<file path="config.mk">
export PLATFORM = sky130hd
export DESIGN_NAME = uart_tx_arbiter
export DESIGN_NICKNAME = d
export VERILOG_FILES = /design/src/rtl/uart_tx_arbiter.sv
export SDC_FILE = /design/constraint.sdc
export NUM_CORES = 1
export LEC_CHECK = 0
export CORE_UTILIZATION = 25
export DETAILED_ROUTE_END_ITERATION = 7
export PLACE_DENSITY = 0.66
export SLEW_MARGIN = 20
export SYNTH_ARGS = -nofsm -noshare
export SYNTH_HDL_FRONTEND = slang
export SYNTH_SLANG_ARGS = --single-unit
</file>
<file path="constraint.sdc">
create_clock -name clk -period 2.1 [get_ports clk]
set_input_delay 0.42 -clock clk [delete_from_list [all_inputs] [get_ports clk]]
set_output_delay 0.42 -clock clk [all_outputs]
set_load 0.005 [all_outputs]
</file>
<file path="src/rtl/uart_tx_arbiter.sv">
// Per-message round-robin arbiter sharing one UART TX byte port among NUM_REQ requesters.
// Optional idle-grant timeout release is enabled by defining UART_TX_ARB_TIMEOUT_EN.
module uart_tx_arbiter #(
  parameter int         NUM_REQ        = 4,
  parameter int         MAX_MSG_LEN    = 64,
  parameter logic [7:0] EOM_BYTE       = 8'h0D,
  parameter int         TIMEOUT_CYCLES = 1000000
) (
  input  logic                 clk,
  input  logic                 rst,
  input  logic [NUM_REQ-1:0]   req,
  input  logic [NUM_REQ-1:0]   in_valid,
  input  logic [8*NUM_REQ-1:0] in_data,
  output logic [NUM_REQ-1:0]   in_ready,
  output logic [7:0]           tx_data,
  output logic                 tx_valid,
  input  logic                 tx_ready,
  output logic [NUM_REQ-1:0]   grant,
  output logic                 busy,
  output logic                 trunc,
  output logic                 timeout
);

  // state | meaning
  // IDLE  | no owner; arbitrate among req for the next message
  // GRANT | owner streams bytes until EOM, length limit or timeout
  localparam int IW = $clog2(NUM_REQ);

  typedef enum logic {IDLE, GRANT} state_t;

  state_t             state, state_n;
  logic [NUM_REQ-1:0] grant_n;
  logic [IW-1:0]      owner, owner_n, last, last_n, pick, cidx;
  logic [7:0]         cnt, cnt_n;
  logic               trunc_n, timeout_n, found, xfer, is_eom, at_max, tmo_hit;
  int                 cand;

  // Zero-latency byte mux from the owner; grant is one-hot or zero.
  always_comb begin
    tx_data  = '0;
    tx_valid = 1'b0;
    for (int i = 0; i < NUM_REQ; i++) begin
      if (grant[i]) begin
        tx_data  = in_data[8*i +: 8];
        tx_valid = in_valid[i];
      end
    end
  end

  assign in_ready = grant & {NUM_REQ{tx_ready}};
  assign busy     = (state == GRANT);
  assign xfer     = tx_valid & tx_ready;
  assign is_eom   = (tx_data == EOM_BYTE);
  assign at_max   = (cnt == 8'(MAX_MSG_LEN - 1));

  // Search upward from last+1 with wrap, so the previous owner ranks lowest.
  always_comb begin
    pick  = last;
    found = 1'b0;
    cand  = 0;
    cidx  = '0;
    for (int i = 1; i <= NUM_REQ; i++) begin
      cand = (int'(last) + i) % NUM_REQ;
      cidx = IW'(cand);
      if (!found && req[cidx]) begin
        found = 1'b1;
        pick  = cidx;
      end
    end
  end

`ifdef UART_TX_ARB_TIMEOUT_EN
  localparam int TW = $clog2(TIMEOUT_CYCLES + 1);
  logic [TW-1:0] tmo_cnt;

  // Counts only while the owner has nothing to offer; a stalled serializer does not count.
  always_ff @(posedge clk) begin
    if (rst || state != GRANT || xfer || tmo_hit) tmo_cnt <= '0;
    else if (!tx_valid)                           tmo_cnt <= tmo_cnt + TW'(1);
  end

  assign tmo_hit = (state == GRANT) && !tx_valid && (tmo_cnt == TW'(TIMEOUT_CYCLES - 1));
`else
  assign tmo_hit = 1'b0;
`endif

  always_comb begin
    state_n   = state;
    grant_n   = grant;
    owner_n   = owner;
    last_n    = last;
    cnt_n     = cnt;
    trunc_n   = 1'b0;
    timeout_n = 1'b0;
    case (state)
      IDLE: begin
        cnt_n = '0;
        if (found) begin
          state_n       = GRANT;
          owner_n       = pick;
          grant_n       = '0;
          grant_n[pick] = 1'b1;
        end
      end
      GRANT: begin
        if (xfer) cnt_n = cnt + 8'd1;
        if (xfer && (is_eom || at_max)) begin
          state_n = IDLE;
          grant_n = '0;
          last_n  = owner;
          trunc_n = !is_eom;
        end else if (tmo_hit) begin
          state_n   = IDLE;
          grant_n   = '0;
          last_n    = owner;
          timeout_n = 1'b1;
        end
      end
      default: state_n = IDLE;
    endcase
  end

  always_ff @(posedge clk) begin
    if (rst) begin
      state   <= IDLE;
      grant   <= '0;
      owner   <= '0;
      last    <= IW'(NUM_REQ - 1);
      cnt     <= '0;
      trunc   <= 1'b0;
      timeout <= 1'b0;
    end else begin
      state   <= state_n;
      grant   <= grant_n;
      owner   <= owner_n;
      last    <= last_n;
      cnt     <= cnt_n;
      trunc   <= trunc_n;
      timeout <= timeout_n;
    end
  end

endmodule

</file>
Word-level counts from Yosys, hierarchy flattened
Index checks and enable logic that the tools add are counted.

Bits in registers: 18. Bits of input ports: 43. Output and inout port bits: 20. Logic and storage cells: 74.

Add/subtract/negate cells: 5. Magnitude comparators: 6. Eq/ne operators: 5. Mux-type cells: 34. Bitwise gates (word level): 4. Reduce and logical (&&, ||, !) cells: 14.

Operators by type and width (number): 2-to-1 mux 8 bit (5); one-hot mux 8 bit (2 select lines) (1); < comparator 2 x 3 -> 1 bit (second input constant) (5); 2-to-1 mux 1 bit (15); adder 8 x 1 -> 8 bit (second input constant) (1); binary-select mux 1 bit (select 2 bit) (4); equality test 8 x 4 -> 1 bit (second input constant) (1); equality test 8 x 6 -> 1 bit (second input constant) (1); 2-to-1 mux 2 bit (4); 2-to-1 mux 4 bit (2); one-hot mux 4 bit (2 select lines) (1); AND reduction 2 bit (3); logical AND 1 bit (5); adder 2 x 1 -> 2 bit (second input constant) (2); adder 2 bit (second input constant) (2); bitwise AND 4 bit (1); logical NOT 1 bit (4); inequality test 2 x 1 -> 1 bit (second input constant) (2); OR reduction 3 bit (1); demux 1 bit (select 2 bit) (1); >= comparator 2 x 1 -> 1 bit (second input constant) (1); inequality test 2 bit (second input constant) (1); inverter 1 bit (2); one-hot mux 1 bit (2 select lines) (1); other kinds (2) (2).

Longest topological paths before layout
Gate-level depths: netlist of the first run.

Depth in word-level cells: 19. Depth in mapped cells: 8. Mapped depth without buffers: 6.

Worst setup path after synthesis of the first run
No wires, ideal clock.

Path type: register -> register. From: reg grant[3]. To: reg last[1]. Setup time: 79 ps. Data arrival time: 1973 ps. Data required time: 2021 ps. Slack: 47 ps. Stages on the path, launching flop included: 9. Buffers on the path: 2. Period minus slack after synthesis: 2053 ps. Cell sequence: dfxtp_1 > or2_1 > buf_6 > a221o_1 > and3_1 > buf_2 > nand2_1 > mux2_2 > a211oi_2.

Cells in the longest elaborated chain, start to end: 5. Elaborated cells on any way between the ends: 7. Classes of those cells: eq/ne: 1; mux: 2; bitwise: 1; reduce/logical: 3.

RTL lines: start: declaration (line 18) `output logic [NUM_REQ-1:0] grant,`; start signal: assignment (line 134) `grant <= grant_n;`; 2-to-1 mux 8 bit (line 43) `if (grant[i]) begin`; equality test 8 x 4 -> 1 bit (line 53) `assign is_eom = (tx_data == EOM_BYTE);`; logical OR 1 bit (line 107) `if (xfer && (is_eom || at_max)) begin`; logical AND 1 bit (*) (line 107); AND reduction 2 bit (no source line) (*); end signal: assignment (line 128) `last <= IW'(NUM_REQ - 1);`; end signal: assignment (line 136) `last <= last_n;`; end: declaration (line 33) `logic [IW-1:0] owner, owner_n, last, last_n, pick, cidx;`.

Every way passes the cells marked *; elsewhere a longest branch is shown, timed or not. A chain may end at the register's enable or synchronous reset.

Worst setup path after layout of the first run
From: reg grant[3]. To: out tx_valid.

Cells in the longest elaborated chain, start to end: 1.

RTL lines: 2-to-1 mux 1 bit (line 43); end: declaration (line 16) `output logic tx_valid,`.

No other way between the ends.

==> flow_summary.toml, run 1 <==
[sta]
post-route-min-period_ns = 2.04
max_freq_mhz = 491
tightest_slew_ns = 0.516
timing.final.crit_share_pct = 97.1
rsz0062_at_grt = "yes"
timing.hold.ws_ns = 0.480
hold_viol_final = 0
slew_viol_final = 0
finalClockSkew_ns = 0.00608
maxSlewHeadroom_pct = 65.5
final-setup-viol-count = 0

[placed_design]
gp_congestion = 0.793
placed_cells = 276
port_buffers = 61
place_hpwl_mm = 2.94

[yosys]
synth_cell_type_count = 46
ys.flop_type = "dfxtp_1"
synth_cells = 158
synthArstFlopShare_pct = 0
syn_area_um2 = 1210
synth_seq_area_share_pct = 29.7
synth-seq-cells = 18
syn_area_per_cell_um2 = 7.68
synth_warnings = 0
syn-num-nets = 202
synth_edf_count = 0

[status]
status = "finished, final reports clean"

[global_route]
grt_max_degree = 15
grt_pass1_vias = 1363
grt_usage_pct = 14.8
antenna_found_initial = 0
grt_overflow = 0
grt_pass1_wl_mm = 6.08

[floorplanning]
die_h_um = 71.7
die_w_um = 71.7
core_um2 = 4500
fp-row-count = 24
ios = 63
initial_core_util_pct = 26.9
dieArea_um2 = 5140

[power]
p_leak_nw = 0.871
power.total_w = 0.00139
ir_worst_vdd_v = 0.000335
power_density_nw_per_um2 = 650

[worst_setup_path]
required_ns = 1.68
r2r_cells = 6
cp_max_fo = 6
timing.rr.end = "last[1]"
slowest_delay_ns = 0.35
crit_path_start_kind = "flop"
slowest_stage = "dfxtp_4"
worst_ep_arrival_time_ns = 1.62
worstPathCellList = "or2_4, a221o_1, and2_1, dlygate4sd2_1"
reg2reg_slack_ns = 0.12
r2r_start = "grant[3]"
worst_setup_path_end_kind = "output port"
critical_path_class = "reg -> out"

[hold_path]
worst_hold_path.endpoint = "owner[1]"
hold_path_startpoint = "owner[1]"
hold_class = "reg -> reg"
whs_path_depth = 2

[clock_network]
cts_max_level = 1
cts.sinks = 18
hold_buffers = 0
cts_made_buffers = 3
root_buffer = "clkbuf_8"
tritoncts = "yes"
clk_latency_ns = 0.26
path_clk_slew_ns = 0.07
cts_max_path_buffers = 2

[detailed_routing]
first_pass_iters = 4
vias = 1483
via_per_inst = 5.20
post_drt_wl_per_cell_um = 14.1
drc = 0
ant_nets = 0
drt-initial-drc-count = 41
wirelength_mm = 4.02

[cells_and_area]
instances_no_fill = 285
diodes = 0
fin_util_pct = 47.4
layout_common_cells = "clkdlybuf4s50_1 (50), nor2_1 (25), buf_4 (19)"
drive_gt1_share_pct = 21.0
syn_to_final_growth_pct = 76.1
layout.nets = 278
final_common_cell = "clkdlybuf4s50_1"

[flow_run]
cap_viol_max_count = 0
-- power breakdown --
| group | total [W] | switching (W) | internal (W) |
|---|---|---|---|
| Combinational | 0.000703 | 0.000304 | 0.000398 |
| Clock | 0.000288 | 0.000122 | 0.000167 |
| Sequential | 0.000397 | 0.0000282 | 0.000369 |
-- logic make-up after synthesis --
group / Yosys count / synth area share (%)
AO/OA/AOI/OAI: 46 / 29.1
XOR/XNOR: 6 / 4.33
adder cells (fa/ha/maj): 1 / 1.03
buffers and inverters: 16 / 6.18
flip-flops: 18 / 29.7
multiplexers: 3 / 2.68
other: 1 / 0.309
AND/OR/NAND/NOR: 67 / 26.7
-- stage by stage --
step	TNS, ns	instance area, µm²	setup WS (ns)
finish	0	2140	0.0613
global route	-0.0312	2140	-0.0231
CTS	0	2080	0.00455
detailed placement	-2.72	1960	-0.325
global placement	-2.39	1960	-0.279
floorplan	0	1210	0.0473
-- synthesized netlist by cell type, types with 4 or more instances --
cell	count	area share (%)
xnor2_1	4	2.9
o22ai_1	7	3.6
clkbuf_1	6	1.9
nor3_1	9	3.7
nor2_1	26	8.0
nand2_1	9	2.8
a221oi_1	5	3.6
a21oi_1	10	4.1
and2_1	5	2.6
dfxtp_1	18	30
inv_1	4	1.2
-- layer usage --
| layer | global-route usage (%) | up-vias | wire, µm |
|---|---|---|---|
| met1 | 17.8 | 672 | 1770 |
| met4 | 3.27 | 0 | 25 |
| met5 | 0 | - | 0 |
| met2 | 25.5 | 69 | 1790 |
| li1 | - | 736 | - |
| met3 | 5.06 | 6 | 427 |
-- how the worst max path moves through the flow --
| stage | startpoint | endpoint | slack, ns |
|---|---|---|---|
| final | grant[3] | tx_valid | 0.06 |
| after global routing | grant[3] | grant[3] | -0.02 |
| after CTS | grant[3] | busy | 0.005 |
| after detailed placement | in_data[12] | last[1] | -0.33 |
| after global placement | in_data[14] | last[0] | -0.28 |
| after floorplan | grant[3] | last[1] | 0.05 |
-- sequential cells by signal, summed over array words and instances (netlist names) --
| name | cells |
|---|---|
| busy | 1 |
| last | 2 |
| cnt | 8 |
| owner | 2 |
| grant | 4 |
| trunc | 1 |
-- critical path: cells and delay by family, from the launching register on --
family	cells	cell delay [ns]
flip-flops	1	0.35
AND/OR/NAND/NOR	2	0.44
AO/OA/AOI/OAI	1	0.31
buffers and inverters	1	0.27
-- repair_timing --
item,CTS,global route
hold endpoints to repair,0,0
buffers inserted,4,3
pin swaps,9,9
gates resized for setup,20,15
setup endpoints to repair,17,12
cloned,0,0
-- final cells by class --
| type | instances | area [µm²] |
|---|---|---|
| Tap cell | 52 | 65.1 |
| Timing Repair Buffer | 83 | 781 |
| Clock buffer | 4 | 55.1 |
| Fill cell | 448 | 2370 |
| Sequential cell | 18 | 365 |
| Inverter | 4 | 17.5 |
| Multi-Input combinational cell | 124 | 853 |
(Power assumes the default switching activity.)
==> run 2, diff against run 1 <==
--- a/config.mk
+++ b/config.mk
@@ -6,8 +6,10 @@
 export NUM_CORES = 1
 export LEC_CHECK = 0
 export CORE_UTILIZATION = 25
+export CTS_CLUSTER_DIAMETER = 100
 export DETAILED_ROUTE_END_ITERATION = 7
 export PLACE_DENSITY = 0.66
+export RECOVER_POWER = 50
 export SLEW_MARGIN = 20
 export SYNTH_ARGS = -nofsm -noshare
 export SYNTH_HDL_FRONTEND = slang
==> run 2 against run 1 <==
Count of clock-buffer cells in the layout did not move. Clock skew did not move. Worst setup slack did not move. Hold slack did not move. Clock power barely moved. First-iteration DRC count did not move. Sequential cell count did not move. Sequential power barely moved. Final area did not move. Critical path depth did not move. Critical path type unchanged.
==> flow_summary.toml, run 2 (synthesis gave the netlist of run 1 again) <==
[detailed_routing]
post_drt_wl_per_cell_um = 14.1
drc = 0
vias = 1483
first_pass_iters = 4
drt-initial-drc-count = 41
ant_nets = 0
wirelength_mm = 4.01
via_per_inst = 5.20

[worst_setup_path]
critPathLaunch = "grant[3]"
r2r_start = "grant[3]"
cp_max_fo = 6
critical_path_class = "reg -> out"
worst_setup_path_end_kind = "output port"
required_ns = 1.68
worst_ep_arrival_time_ns = 1.62
crit_path_start_kind = "flop"

[sta]
post-route-min-period_ns = 2.04
maxSlewHeadroom_pct = 65.5
final-setup-viol-count = 0
finalClockSkew_ns = 0.00608
rsz0062_at_grt = "yes"
max_freq_mhz = 491
slew_viol_final = 0
timing.final.crit_share_pct = 97.1
hold_viol_final = 0
tightest_slew_ns = 0.516

[floorplanning]
initial_core_util_pct = 26.9
fp-row-count = 24
ios = 63
die_h_um = 71.7
die_w_um = 71.7
core_um2 = 4500
dieArea_um2 = 5140

[placed_design]
placed_cells = 276
place_hpwl_mm = 2.94
gp_congestion = 0.793
port_buffers = 61

[cells_and_area]
diodes = 0
layout_common_cells = "clkdlybuf4s50_1 (48), nor2_1 (25), buf_4 (19)"
n_fill_cell = 448
final_common_cell = "clkdlybuf4s50_1"
largest_reg_flops = 8
fin_util_pct = 47.4
drive_gt1_share_pct = 21.0
layout.nets = 278
max_flop_register = "cnt"
instances_no_fill = 285
reg.largest.list = "cnt: 8 flops, grant: 4 flops"
syn_to_final_growth_pct = 76.1

[power]
p_leak_nw = 0.875
power.total_w = 0.00139
power_density_nw_per_um2 = 649
ir_worst_vdd_v = 0.000335

[global_route]
grt_overflow = 0
grt_pass1_vias = 1363
grt_max_degree = 15
antenna_found_initial = 0
grt_usage_pct = 14.8
grt_pass1_wl_mm = 6.08

[clock_network]
tritoncts = "yes"
hold_buffers = 0
root_buffer = "clkbuf_8"
clk_latency_ns = 0.26
cts.sinks = 18
cts_max_path_buffers = 2
path_clk_slew_ns = 0.07
cts_max_level = 1
cts_made_buffers = 3

[hold_path]
hold_path_startpoint = "owner[1]"
hold_class = "reg -> reg"

[status]
status = "finished, final reports clean"

[flow_run]
cap_viol_max_count = 0
run 2: timing repair:
action	CTS	global route
setup buffers	4	3
resized for setup	20	15
pin swaps	9	9
endpoints found under the setup margin	17	12
hold endpoints to repair	0	0
run 2: cell type report:
type,count,area (µm²),area share (%)
Inverter,4,17.5,0.820
Clock buffer,4,55.1,2.58
Sequential cell,18,365,17.1
Timing Repair Buffer,83,781,36.5
Multi-Input combinational cell,124,853,39.9
Tap cell,52,65.1,3.04
run 2: worst max-delay path, cell delays in order, from the launching register on:
cell and delay (ns):
dfxtp_4 0.35, or2_4 0.29, a221o_1 0.31, and2_1 0.15, dlygate4sd2_1 0.27
run 2: worst paths after layout:
kind / to / slack (ns) / cells past startpoint
min: owner[1] / 0.48 / 2
min reg2reg: owner[1] / 0.48 / 2
max reg2reg: last[1] / 0.12 / 6
max: tx_valid / 0.06 / 4
run 2: report_power, final:
group	internal [W]	switching (W)
logic	0.000398	0.000304
registers	0.000369	0.0000282
clock network	0.000167	0.000122
total	0.000934	0.000454
run 2: stage by stage:
step / hold slack, ns / setup TNS, ns / worst slack [ns] / cell area [µm²]
finish: 0.480 / 0 / 0.0613 / 2140
global route: 0.510 / -0.0312 / -0.0231 / 2140
CTS: 0.486 / 0 / 0.00455 / 2080
detailed placement: 0.475 / -2.72 / -0.325 / 1960
global placement: 0.470 / -2.39 / -0.279 / 1960
floorplan: 0.451 / 0 / 0.0473 / 1210
run 2: per-layer routing:
| metal | routed length [µm] | global-route usage [%] | share of wire, % |
|---|---|---|---|
| met5 | 0 | 0 | 0 |
| met1 | 1770 | 17.8 | 44 |
| met3 | 427 | 5.06 | 11 |
| met4 | 25 | 3.27 | 0.62 |
| met2 | 1790 | 25.5 | 45 |
==> run 3, diff against run 2 <==
--- a/config.mk
+++ b/config.mk
@@ -5,10 +5,12 @@
 export SDC_FILE = /design/constraint.sdc
 export NUM_CORES = 1
 export LEC_CHECK = 0
+export ABC_AREA = 1
 export CORE_UTILIZATION = 25
+export CTS_BUF_LIST = sky130_fd_sc_hd__clkbuf_16
 export CTS_CLUSTER_DIAMETER = 100
 export DETAILED_ROUTE_END_ITERATION = 7
-export PLACE_DENSITY = 0.66
+export PLACE_DENSITY = 0.63
 export RECOVER_POWER = 50
 export SLEW_MARGIN = 20
 export SYNTH_ARGS = -nofsm -noshare
==> run 3 against run 2 <==
First-iteration DRC count shrank 24%. Global-route usage shrank 1.8 points. Clock power grew 31%. Fmax grew 1.7%. Register-to-register slack gained 0.09 ns. Highest routed layer unchanged. Worst setup slack gained 0.034 ns. Combinational power shrank 46%. Clock skew shrank 0.0033 ns. Largest cell class unchanged.
==> flow_summary.toml, run 3 <==
[yosys]
synth_seq_area_share_pct = 24.6
ys_top_cells_by_count = "nand2_1 (77), inv_1 (31), nor2_1 (27)"
synth-seq-cells = 18
synth_cell_type_count = 33
synth_most_common_cell = "nand2_1"
synth_cells = 247
syn-num-nets = 291
syn_area_per_cell_um2 = 5.92
synthArstFlopShare_pct = 0
syn_area_um2 = 1460
synth.area.top_cells = "dfxtp_1 (25%), nand2_1 (20%), inv_1 (8.0%)"
synth_edf_count = 0
synth_top_area_share_pct = 24.6
synth_warnings = 0
yosys.area.top_type = "dfxtp_1"
ys.flop_type = "dfxtp_1"

[cells_and_area]
syn_to_final_growth_pct = 57.7
final_common_cell = "nand2_1"
instances_no_fill = 388
diodes = 0
layout.nets = 361
drive_gt1_share_pct = 13.6
stdcell_area_um2 = 2310
reg.largest.list = "cnt: 8 flops, grant: 4 flops"
largest_reg_flops = 8
n_fill_cell = 588
fin_util_pct = 41.4
layout_common_cells = "nand2_1 (76), clkdlybuf4s50_1 (51), inv_1 (31)"
final-seq-area_um2 = 363
max_flop_register = "cnt"
multiInputGateArea_um2 = 943

[worst_setup_path]
required_ns = 1.68
r2r_start = "last[0]"
crit_path_start_kind = "primary input"
reg2reg_slack_ns = 0.21
timing.rr.end = "owner[0]"
cp_max_fo = 5
critical_path_class = "in -> out"
r2r_cells = 11
worst_setup_path_end_kind = "output port"
worst_ep_arrival_time_ns = 1.58

[power]
p_leak_nw = 1.15
ir_worst_vdd_v = 0.000323
power.total_w = 0.00113
power_density_nw_per_um2 = 488

[hold_path]
hold_path_startpoint = "owner[1]"
worst_hold_path.endpoint = "last[1]"
hold_class = "reg -> reg"
whs_path_depth = 2

[sta]
finalClockSkew_ns = 0.00280
timing.final.crit_share_pct = 95.5
final-setup-viol-count = 0
rsz0062_at_grt = "yes"
post-route-min-period_ns = 2.00
slew_viol_final = 0
max_freq_mhz = 499
hold_viol_final = 0

[floorplanning]
fp-row-count = 27
core_um2 = 5570
ios = 63
dieArea_um2 = 6160
initial_core_util_pct = 26.2
die_w_um = 78.5
die_h_um = 78.5

[global_route]
grt_max_degree = 13
grt_overflow = 0
grt_pass1_vias = 1493
grt_usage_pct = 13.0
grt_pass1_wl_mm = 6.56
antenna_found_initial = 0

[placed_design]
placed_cells = 381
place_hpwl_mm = 3.08
gp_congestion = 0.753
place_area_um2 = 2150
port_buffers = 61

[clock_network]
cts_max_path_buffers = 2
root_buffer = "clkbuf_16"
path_clk_slew_ns = 0.05
cts.sinks = 18
clk_latency_ns = 0.25
cts_max_level = 1
tritoncts = "yes"
cts_made_buffers = 3

[detailed_routing]
first_pass_iters = 4
drt-initial-drc-count = 31
post_drt_wl_per_cell_um = 10.5
via_per_inst = 4.45
ant_nets = 0
drc = 0
vias = 1727
wirelength_mm = 4.06

[flow_run]
cap_viol_max_count = 0

[status]
status = "finished, final reports clean"
[run 3: cell count changes after synthesis, sizes merged, moves of 4 or more]
cell	delta
inv	+32
nand2	+71
o22ai	-7
a221oi	-7
nor3	-7
clkbuf	-6
o21ai	+7
a21oi	+12
nand3	+21
a211oi	-4
and2	-5
[run 3: through the flow]
| stage | TNS, ns | hold WS [ns] | setup WS [ns] |
|---|---|---|---|
| floorplan | 0 | 0.424 | 0.519 |
| global placement | -0.419 | 0.440 | -0.0730 |
| detailed placement | -0.959 | 0.443 | -0.109 |
| CTS | 0 | 0.462 | 0.0145 |
| global route | -0.0280 | 0.486 | -0.0272 |
| finish | 0 | 0.455 | 0.0953 |
[run 3: logic make-up after synthesis]
group / Yosys count / synth area share, %
AND/OR/NAND/NOR: 138 / 39.4
buffers and inverters: 45 / 14.7
XOR/XNOR: 4 / 2.40
adder cells (fa/ha/maj): 1 / 0.855
flip-flops: 18 / 24.6
other: 1 / 0.256
AO/OA/AOI/OAI: 40 / 17.8
[run 3: report_power, final]
group          total [W]  leakage, nW  internal, W  switching (W)
combinational   0.000379        0.964     0.000209       0.000170
clock           0.000377       0.0385     0.000253       0.000124
sequential      0.000371        0.148     0.000355      0.0000160
total            0.00113         1.15     0.000816       0.000310
[run 3: how the worst max path moves through the flow]
stage / start / to / slack, ns / cells past startpoint
after CTS: in_data[14] / tx_data[6] / 0.01 / 6
after global routing: in_data[2] / grant[1] / -0.03 / 14
after global placement: in_data[3] / tx_data[3] / -0.07 / 6
after detailed placement: in_data[3] / tx_data[3] / -0.11 / 6
final: tx_ready / in_ready[0] / 0.1 / 4
after floorplan: grant[0] / grant[0] / 0.52 / 13
[run 3: metal layers]
metal	up-vias	global-route usage (%)	part of all wire (%)
met5	-	0	0
met4	0	3.33	0.62
met3	4	3.02	6.7
met2	47	22.9	46
met1	754	15.8	47
li1	922	-	-
[run 3: final cells by class]
type                       instances  area share [%]
multi-input combinational        185            40.9
timing repair buffer              72            30.0
sequential                        18            15.7
inverter                          37            6.02
tap                               72            3.90
clock buffer                       3            3.25
clock inverter                     1           0.163
[run 3: critical path: stages]
cell and delay, ns:
clkdlybuf4s50_1 0.54, nand2_1 0.07, inv_1 0.06, clkdlybuf4s50_1 0.49
[run 3: timing repair]
item,CTS,global route
endpoints found under the hold margin,0,0
buffers inserted,1,1
pin swaps,1,4
endpoints found under the setup margin,8,12
cloned,0,1
hold buffers,0,0
resized for setup,8,14
